--- config.mk ---
export PLATFORM = sky130hd
export DESIGN_NAME = ddr_wr_burst_ctrl_flat
export DESIGN_NICKNAME = d
export VERILOG_FILES = /design/src/rtl/ddr_wr_burst_ctrl_if.sv /design/src/rtl/ddr_wr_burst_ctrl.sv /design/src/flat_wrapper.sv
export SDC_FILE = /design/constraint.sdc
export NUM_CORES = 1
export LEC_CHECK = 0
export ABC_AREA = 0
export BUFFER_PORTS_ARGS = -buffer_cell sky130_fd_sc_hd__clkbuf_2
export CAP_MARGIN = 5
export CELL_PAD_IN_SITES_DETAIL_PLACEMENT = 0
export CELL_PAD_IN_SITES_GLOBAL_PLACEMENT = 1
export CORE_AREA = 2 2 210 150
export DETAILED_ROUTE_END_ITERATION = 16
export DIE_AREA = 0 0 212 152
export GPL_ROUTABILITY_DRIVEN = 0
export PLACE_DENSITY = 0.87
export SLEW_MARGIN = 20
export SYNTH_ARGS = -nofsm -noshare
export SYNTH_HDL_FRONTEND = slang
export SYNTH_SLANG_ARGS = --single-unit
--- constraint.sdc ---
create_clock -name clk -period 3.6 [get_ports clk]
set_input_delay 0.36 -clock clk [delete_from_list [all_inputs] [get_ports clk]]
set_output_delay 0.36 -clock clk [all_outputs]
set_load 0.05 [all_outputs]
--- src/rtl/ddr_wr_burst_ctrl_if.sv ---
// AXI4 write-channel bundle between the burst controller and the DDR interconnect.
// Master drives AW/W/B-ready; slave answers with ready/valid/resp.
interface ddr_wr_burst_ctrl_if #(
  parameter int ADDR_WIDTH = 28,
  parameter int DATA_WIDTH = 128
);
  logic [ADDR_WIDTH-1:0]   awaddr;
  logic [7:0]              awlen;
  logic                    awvalid;
  logic                    awready;
  logic [DATA_WIDTH-1:0]   wdata;
  logic [DATA_WIDTH/8-1:0] wstrb;
  logic                    wlast;
  logic                    wvalid;
  logic                    wready;
  logic [1:0]              bresp;
  logic                    bvalid;
  logic                    bready;

  modport master (
    output awaddr, awlen, awvalid,
    output wdata, wstrb, wlast, wvalid,
    output bready,
    input  awready, wready, bresp, bvalid
  );

  modport slave (
    input  awaddr, awlen, awvalid,
    input  wdata, wstrb, wlast, wvalid,
    input  bready,
    output awready, wready, bresp, bvalid
  );
endinterface

--- src/rtl/ddr_wr_burst_ctrl.sv ---
// Drains the write-path prefetch FIFO into AXI4 INCR bursts, one frame
// per buffer, rotating over NUM_BUF frame buffers.
module ddr_wr_burst_ctrl #(
  parameter int ADDR_WIDTH  = 28,
  parameter int DATA_WIDTH  = 128,
  parameter int BURST_LEN   = 16,
  parameter int FRAME_WORDS = 230400,
  parameter int NUM_BUF     = 3
) (
  input  logic                  clk,
  input  logic                  rst_n,
  input  logic                  cfg_en,
  input  logic [ADDR_WIDTH-1:0] cfg_base,
  input  logic [ADDR_WIDTH-1:0] cfg_stride,
  input  logic                  frame_start,
  output logic                  frame_done,
  output logic [1:0]            buf_idx,
  output logic                  err_bresp,
  output logic                  err_short,
  output logic                  fifo_rd_en,
  input  logic                  fifo_rd_vld,
  input  logic [DATA_WIDTH-1:0] fifo_rd_data,
  ddr_wr_burst_ctrl_if.master   axi
);

  localparam int WLW   = $clog2(FRAME_WORDS + 1);
  localparam int BYTES = DATA_WIDTH / 8;

  localparam logic [1:0] S_IDLE = 2'd0;
  localparam logic [1:0] S_ADDR = 2'd1;
  localparam logic [1:0] S_DATA = 2'd2;
  localparam logic [1:0] S_RESP = 2'd3;

  logic [1:0]            r_state;
  logic [WLW-1:0]        r_words_left;
  logic                  r_start_pend;
  logic                  r_started;
  logic [ADDR_WIDTH-1:0] r_addr;
  logic [ADDR_WIDTH-1:0] r_awaddr;
  logic [7:0]            r_awlen;
  logic                  r_awvalid;
  logic [8:0]            r_beats;
  logic [8:0]            r_beat_cnt;
  logic [1:0]            r_buf_idx;
  logic                  r_err_bresp;
  logic                  r_err_short;

  logic                  w_idle;
  logic                  w_addr;
  logic                  w_data;
  logic                  w_resp;
  logic                  w_apply;
  logic                  w_launch;
  logic [1:0]            w_next_idx;
  logic [ADDR_WIDTH-1:0] w_buf_base;
  logic [8:0]            w_beats_nx;
  logic                  w_wvalid;
  logic                  w_wlast;
  logic                  w_xfer;
  logic                  w_bacc;
  logic [WLW-1:0]        w_left_nx;

  assign w_idle = (r_state == S_IDLE);
  assign w_addr = (r_state == S_ADDR);
  assign w_data = (r_state == S_DATA);
  assign w_resp = (r_state == S_RESP);

  assign w_apply  = w_idle & r_start_pend;
  assign w_launch = w_idle & ~r_start_pend & cfg_en &
                    (r_words_left != '0) & fifo_rd_vld;

  // The very first start after reset lands on buffer 0, later ones rotate.
  assign w_next_idx = !r_started ? 2'd0 :
                      (r_buf_idx == 2'(NUM_BUF - 1)) ? 2'd0 :
                      r_buf_idx + 2'd1;
  assign w_buf_base = cfg_base +
                      cfg_stride * ADDR_WIDTH'(w_next_idx);

  assign w_beats_nx = (32'(r_words_left) < BURST_LEN) ?
                      9'(r_words_left) : 9'(BURST_LEN);

  assign w_wvalid  = w_data & fifo_rd_vld;
  assign w_wlast   = w_wvalid & (r_beat_cnt == r_beats - 9'd1);
  assign w_xfer    = w_wvalid & axi.wready;
  assign w_bacc    = w_resp & axi.bvalid;
  assign w_left_nx = r_words_left - WLW'(r_beats);

  assign axi.awaddr  = r_awaddr;
  assign axi.awlen   = r_awlen;
  assign axi.awvalid = r_awvalid;
  assign axi.wdata   = fifo_rd_data;
  assign axi.wstrb   = '1;
  assign axi.wlast   = w_wlast;
  assign axi.wvalid  = w_wvalid;
  assign axi.bready  = w_resp;

  assign fifo_rd_en = w_xfer;
  assign frame_done = w_bacc & (w_left_nx == '0);
  assign buf_idx    = r_buf_idx;
  assign err_bresp  = r_err_bresp;
  assign err_short  = r_err_short;

  always_ff @(posedge clk or negedge rst_n) begin
    if (!rst_n) begin
      r_state      <= S_IDLE;
      r_words_left <= '0;
      r_start_pend <= 1'b0;
      r_started    <= 1'b0;
      r_addr       <= '0;
      r_awaddr     <= '0;
      r_awlen      <= '0;
      r_awvalid    <= 1'b0;
      r_beats      <= '0;
      r_beat_cnt   <= '0;
      r_buf_idx    <= '0;
      r_err_bresp  <= 1'b0;
      r_err_short  <= 1'b0;
    end else begin
      r_start_pend <= frame_start | (r_start_pend & ~w_apply);
      unique case (1'b1)
        w_idle: begin
          if (w_apply) begin
            r_err_short  <= r_err_short | (r_words_left != '0);
            r_buf_idx    <= w_next_idx;
            r_started    <= 1'b1;
            r_addr       <= w_buf_base;
            r_words_left <= WLW'(FRAME_WORDS);
          end else if (w_launch) begin
            r_beats   <= w_beats_nx;
            r_awaddr  <= r_addr;
            r_awlen   <= 8'(w_beats_nx - 9'd1);
            r_awvalid <= 1'b1;
            r_state   <= S_ADDR;
          end
        end
        w_addr: begin
          if (axi.awready) begin
            r_awvalid  <= 1'b0;
            r_beat_cnt <= '0;
            r_state    <= S_DATA;
          end
        end
        w_data: begin
          if (w_xfer) begin
            r_beat_cnt <= r_beat_cnt + 9'd1;
            if (w_wlast) r_state <= S_RESP;
          end
        end
        w_resp: begin
          if (axi.bvalid) begin
            r_err_bresp  <= r_err_bresp | (axi.bresp != 2'b00);
            r_addr       <= r_addr +
                            ADDR_WIDTH'(r_beats) * ADDR_WIDTH'(BYTES);
            r_words_left <= w_left_nx;
            r_state      <= S_IDLE;
          end
        end
        default: ;
      endcase
    end
  end

endmodule

--- src/flat_wrapper.sv ---
// flat-port wrapper written by rule: the top's interface ports become plain ports
module ddr_wr_burst_ctrl_flat 
#(
  parameter int ADDR_WIDTH  = 28,
  parameter int DATA_WIDTH  = 128,
  parameter int BURST_LEN   = 16,
  parameter int FRAME_WORDS = 230400,
  parameter int NUM_BUF     = 3
)
  (clk, rst_n, cfg_en, cfg_base, cfg_stride, frame_start, frame_done, buf_idx, err_bresp, err_short, fifo_rd_en, fifo_rd_vld, fifo_rd_data, axi_awaddr, axi_awlen, axi_awvalid, axi_wdata, axi_wstrb, axi_wlast, axi_wvalid, axi_bready, axi_awready, axi_wready, axi_bresp, axi_bvalid);
  ddr_wr_burst_ctrl_if #(.ADDR_WIDTH(ADDR_WIDTH), .DATA_WIDTH(DATA_WIDTH)) axi_i ();
  input  logic clk;
  input  logic rst_n;
  input  logic cfg_en;
  input  logic [ADDR_WIDTH-1:0] cfg_base;
  input  logic [ADDR_WIDTH-1:0] cfg_stride;
  input  logic frame_start;
  output logic frame_done;
  output logic [1:0] buf_idx;
  output logic err_bresp;
  output logic err_short;
  output logic fifo_rd_en;
  input  logic fifo_rd_vld;
  input  logic [DATA_WIDTH-1:0] fifo_rd_data;
  output wire logic [$bits(axi_i.awaddr)-1:0] axi_awaddr;
  output wire logic [$bits(axi_i.awlen)-1:0] axi_awlen;
  output wire logic [$bits(axi_i.awvalid)-1:0] axi_awvalid;
  output wire logic [$bits(axi_i.wdata)-1:0] axi_wdata;
  output wire logic [$bits(axi_i.wstrb)-1:0] axi_wstrb;
  output wire logic [$bits(axi_i.wlast)-1:0] axi_wlast;
  output wire logic [$bits(axi_i.wvalid)-1:0] axi_wvalid;
  output wire logic [$bits(axi_i.bready)-1:0] axi_bready;
  input wire logic [$bits(axi_i.awready)-1:0] axi_awready;
  input wire logic [$bits(axi_i.wready)-1:0] axi_wready;
  input wire logic [$bits(axi_i.bresp)-1:0] axi_bresp;
  input wire logic [$bits(axi_i.bvalid)-1:0] axi_bvalid;
  assign axi_awaddr = axi_i.awaddr;
  assign axi_awlen = axi_i.awlen;
  assign axi_awvalid = axi_i.awvalid;
  assign axi_wdata = axi_i.wdata;
  assign axi_wstrb = axi_i.wstrb;
  assign axi_wlast = axi_i.wlast;
  assign axi_wvalid = axi_i.wvalid;
  assign axi_bready = axi_i.bready;
  assign axi_i.awready = axi_awready;
  assign axi_i.wready = axi_wready;
  assign axi_i.bresp = axi_bresp;
  assign axi_i.bvalid = axi_bvalid;
  ddr_wr_burst_ctrl #(.ADDR_WIDTH(ADDR_WIDTH), .DATA_WIDTH(DATA_WIDTH), .BURST_LEN(BURST_LEN), .FRAME_WORDS(FRAME_WORDS), .NUM_BUF(NUM_BUF)) u_core (.clk(clk), .rst_n(rst_n), .cfg_en(cfg_en), .cfg_base(cfg_base), .cfg_stride(cfg_stride), .frame_start(frame_start), .frame_done(frame_done), .buf_idx(buf_idx), .err_bresp(err_bresp), .err_short(err_short), .fifo_rd_en(fifo_rd_en), .fifo_rd_vld(fifo_rd_vld), .fifo_rd_data(fifo_rd_data), .axi(axi_i));
endmodule
# Word level (Yosys, flattened, before mapping)

Cells that the tools add are included.

Flip-flop bits (word level): 109
Bits of input ports: 194

$add $sub $neg: 7
Multiply operators: 1
$lt $le $gt $ge: 1
Eq/ne operators: 12
Muxes and demuxes: 23
Bitwise gates (word level): 16
Reduce and logical (&&, ||, !) cells: 15

Operators by type and width:

| kind                  | count |
|---|---|
| $mux W28              | 2 |
| $pmux W28 S2          | 1 |
| $mux W18              | 2 |
| $pmux W18 S2          | 1 |
| $add A28 B13 Y28      | 1 |
| $add A28 B28 Y28      | 1 |
| $mul A28 B2 Y28       | 1 |
| $mux W9               | 3 |
| $logic_not A18 Y1     | 1 |
| $lt A18 B5 Y1 const B | 1 |
| $pmux W9 S2           | 1 |
| $reduce_bool A18 Y1   | 1 |
| $sub A18 B9 Y18       | 1 |
| $mux W2               | 8 |
| $ne A2 B2 Y1 const B  | 7 |
| $and A1 B1 Y1         | 11 |
| $add A9 B1 Y9 const B | 1 |
| $eq A9 B9 Y1          | 1 |
| $reduce_and A3 Y1     | 3 |
| $sub A9 B1 Y9 const B | 1 |
| $pmux W2 S4           | 1 |
| $reduce_bool A2 Y1    | 4 |
| $sub A8 B1 Y8 const B | 1 |
| $reduce_and A7 Y1     | 1 |
| 11 further kinds      | 19 |

# Longest topological paths before layout

Depth after elaboration: 8
Mapped depth: 16
Mapped depth without buffers: 14

# Worst setup path after synthesis

No wires, ideal clock.

Path type: flip-flop to output port
Start: register u_core.r_words_left[0]
End: output frame_done
Arrival time: 3.927 ns
Slack: -0.687 ns
Stages on the path, launching flop included: 13
Buffers on the path: 0
Cell sequence: dfrtp_1 -> inv_1 -> ha_1 -> inv_1 -> fa_1 -> a21o_1 -> a21oi_1 -> nor2b_1 -> o21ai_0 -> xor2_1 -> nand3_1 -> or4_1 -> nor4_1

Longest elaborated chain between the ends: 3

RTL lines:

| what                   | RTL line                 | source |
|---|---|---|
| from (decl)            | ddr_wr_burst_ctrl.sv:35  | `logic [WLW-1:0] r_words_left;` |
| from (signal assigned) | ddr_wr_burst_ctrl.sv:127 | `r_words_left <= WLW'(FRAME_WORDS);` |
| from (signal assigned) | ddr_wr_burst_ctrl.sv:154 | `r_words_left <= w_left_nx;` |
| $sub A18 B9 Y18        | ddr_wr_burst_ctrl.sv:86  | `assign w_left_nx = r_words_left - WLW'(r_beats);` |
| $logic_not A18 Y1      | ddr_wr_burst_ctrl.sv:98  | `assign frame_done = w_bacc & (w_left_nx == '0);` |
| $and A1 B1 Y1          | ddr_wr_burst_ctrl.sv:98  |  |
| to (decl)              | flat_wrapper.sv:18       | `output logic frame_done;` |

Every way passes these cells.

# Worst setup path after layout

Ends and elaborated chain as after synthesis.

==> qor.txt <==
Layout cell share with drive strength beyond 1 - 24.87%
Arr. time, crit path - 3310 ps
Routed vias/inst - 4.973
Power density over cell area - 965.3 mW/mm²
Top FF cell, synth - dfrtp_1
Failing checks - setup timing
Tot GR Track Use - 16.02%
VDD IR-drop max - 0.3699 mV
Post-CTS Hold Buffers - 0
IO buf count - 111
Crit start category - register
Hold Fails Final Rpt - 0
Pins Over Slew Limit - 0
Max Freq - 272.7 MHz
IO Pins - 384
Status - complete, but fails checks
Crit path cell chain - inv_2, ha_4, inv_2, fa_2, a21o_1, a21oi_2, nor2b_1, o21ai_1, xor2_1, nand3_1, or4_4, nor4_4, buf_12
Shortest period the worst path allows - 3667 ps
CP most frequent cell - inv_2
Final Instance Area - 0.01087 mm²
CTS root buf - clkbuf_16
Yosys warns - 0
Htree depth - 3
Area grow syn2layout - 13.71%
Worst skew pair latency - 370 ps
Synth top area share - 28.54%
Routed via count - 7867
Slew at the pin with the worst max-slew slack - 915.0 ps
Final Setup Violations - 1
Initial Utilization - 31.37%
Mean Syn Cell Area - 8.519 µm²
Synth cell count leaders - buf_4, nand2_1, dfrtp_1
Chip width - 212 µm
Synth area leaders - dfrtp_1, buf_4, ha_1
Dpl cell area - 0.009985 mm²
Final WL - 26.09 mm
Setup crit end kind - primary output
Max clock buf depth - 2
CTS sink cnt - 109
Detailed Place HPWL - 20.28 mm
Slowest cell on crit path - or4_4
Synthesized area - 0.009558 mm²
Final worst-path cycle share - 101.9%
Final #Nets - 1432
Congestion Overflow GR - 0
Pre-CTS setup slack - -153.6 ps
Die Y - 152 µm
Total design power - 10.49 mW
Register area share after synthesis - 28.54%
Rows - 54
Core Box Area - 0.03047 mm²
Number of global-route vias before repair - 7778
Most common cell in the netlist - buf_4
Largest area contributor in the netlist - dfrtp_1
Kind of critical path - reg2out
Number of enable flip-flop cells after synthesis - 0
Required @ worst endpoint - 3240 ps
Routed len/inst - 16.49 µm
Worst min path class - in2async
Max Cap Viol - 0
Worst slew margin - 38.78%
Largest net degree at the start of global routing - 61
RSZ-0062 raised after global routing - true
First-pass GRT wire length - 41.34 mm
Total CTS buffers - 9
Residual DRC - 0
CTS tree - yes
Setup ws final - -66.64 ps
Clock skew - 14.10 ps
Async S/R FF share, synth - 100.0%
Cells after Synth - 1122
DRT Pass-1 Iters - 4
Die Area - 0.03222 mm²
Clk slew on worst S/H paths - 80 ps
Antenna Diode Count - 0
Seq cells post-synth - 109
Post-DRT Antenna Nets - 0
DR iter-0 viols - 472
Crit-path max FO - 2
Leak - 5.276 nW
Antenna violations before repair - 0
Synth unique cells - 70
CP max stage delay - 450 ps
Flop-to-flop setup slack - 30 ps
layer usage:
layer	wire, µm	up-vias	global-route usage [%]
met3	2812	21	8.185
met5	55	-	1.799
met1	11930	3802	21.66
met2	11060	313	22.92
li1	-	3729	-
met4	229	2	2.549
cell families (layout without fill, tap and decap cells):
group / Yosys count / count (layout) / synth area share, %
AND/OR/NAND/NOR: 320 / 320 / 15.92
flip-flops: 109 / 109 / 28.54
XOR/XNOR: 48 / 48 / 4.398
other: 1 / 16 / 0.03923
multiplexers: 50 / 50 / 5.734
buffers and inverters: 281 / 306 / 16.85
AO/OA/AOI/OAI: 232 / 232 / 15.64
adder cells (fa/ha/maj): 81 / 81 / 12.88
sequential cells by signal (all words and copies together), names as in the netlist:
name / flops
u_core.r_addr: 28
u_core.buf_idx: 2
u_core.err_bresp: 1
u_core.r_state: 2
u_core.err_short: 1
u_core.axi.awvalid: 1
u_core.axi.awlen: 8
u_core.r_started: 1
u_core.axi.awaddr: 28
u_core.r_start_pend: 1
u_core.r_beats: 9
u_core.r_beat_cnt: 9
u_core.r_words_left: 18
per-stage QoR:
step                instances  setup TNS, ps  utilization, %  hold WS (ps)
finish                   1582         -66.64           35.67         28.41
global route             1582          -1200           35.67         68.24
CTS                      1569         -119.3           34.11         41.56
detailed placement       1547         -636.4           32.77         429.5
global placement         1547         -286.8           32.77         423.0
floorplan                1137              0               -         64.41
area by class of cell:
cell class | count | area, µm²
Multi-Input combinational cell | 747 | 5655
Clock inverter | 5 | 83.83
Fill cell | 3148 | 19600
Tap cell | 420 | 525.5
Sequential cell | 109 | 2730
Inverter | 100 | 375.4
Clock buffer | 11 | 242.7
Timing Repair Buffer | 190 | 1255
worst max-delay path: cells and delay by family (launching register included):
family	cells	cell delay, ps
buffers and inverters	3	300
xor gates and xnor gates	1	220
and+or+nand+nor	4	1010
adders and majority gates	2	500
DFF	1	390
AOI/OAI and AO/OA	3	500
worst paths after layout:
kind / from / to / depth (start not counted)
max in group asynchronous: rst_n / u_core.r_words_left[13]$_DFFE_PN0P_ / 2
min in group clk: frame_start / u_core.r_start_pend$_DFF_PN0_ / 2
setup reg to reg: u_core.buf_idx[1]$_DFFE_PN0P_ / u_core.r_addr[25]$_DFFE_PN0P_ / 17
hold reg to reg: u_core.err_bresp$_DFFE_PN0P_ / u_core.err_bresp$_DFFE_PN0P_ / 1
hold / removal: rst_n / u_core.axi.awaddr[8]$_DFFE_PN0P_ / 1
setup / recovery: u_core.r_words_left[0]$_DFFE_PN0P_ / frame_done / 13
placed cells by master (no fill, tap or decap), types with 11 or more instances in the layout:
cell,n
dfrtp_1,107
fa_1,27
nand3_1,22
conb_1,16
mux2_1,28
buf_4,68
o21ai_0,60
nand2_1,133
inv_1,94
nand4_1,11
nor3_1,13
a21oi_1,51
nor2b_1,14
ha_1,43
a21o_1,19
mux2i_1,12
nor2_1,51
clkbuf_2,109
xnor2_1,21
and3_1,12
nand2b_1,12
xor2_1,24
power breakdown:
part           switching [mW]  total (mW)  leakage, nW  internal, mW
Clock                   0.484        1.12        0.152         0.631
Combinational            4.33        7.27         3.77          2.94
Sequential              0.435        2.10         1.35          1.67
Total                    5.25        10.5         5.28          5.24
what timing repair did:
item,in CTS,in global routing
buffers inserted,6,13
cloned,0,0
gates resized for setup,12,73
endpoints found under the setup margin,13,17
pin swaps,10,30
Power figures use the tool's default switching activity.
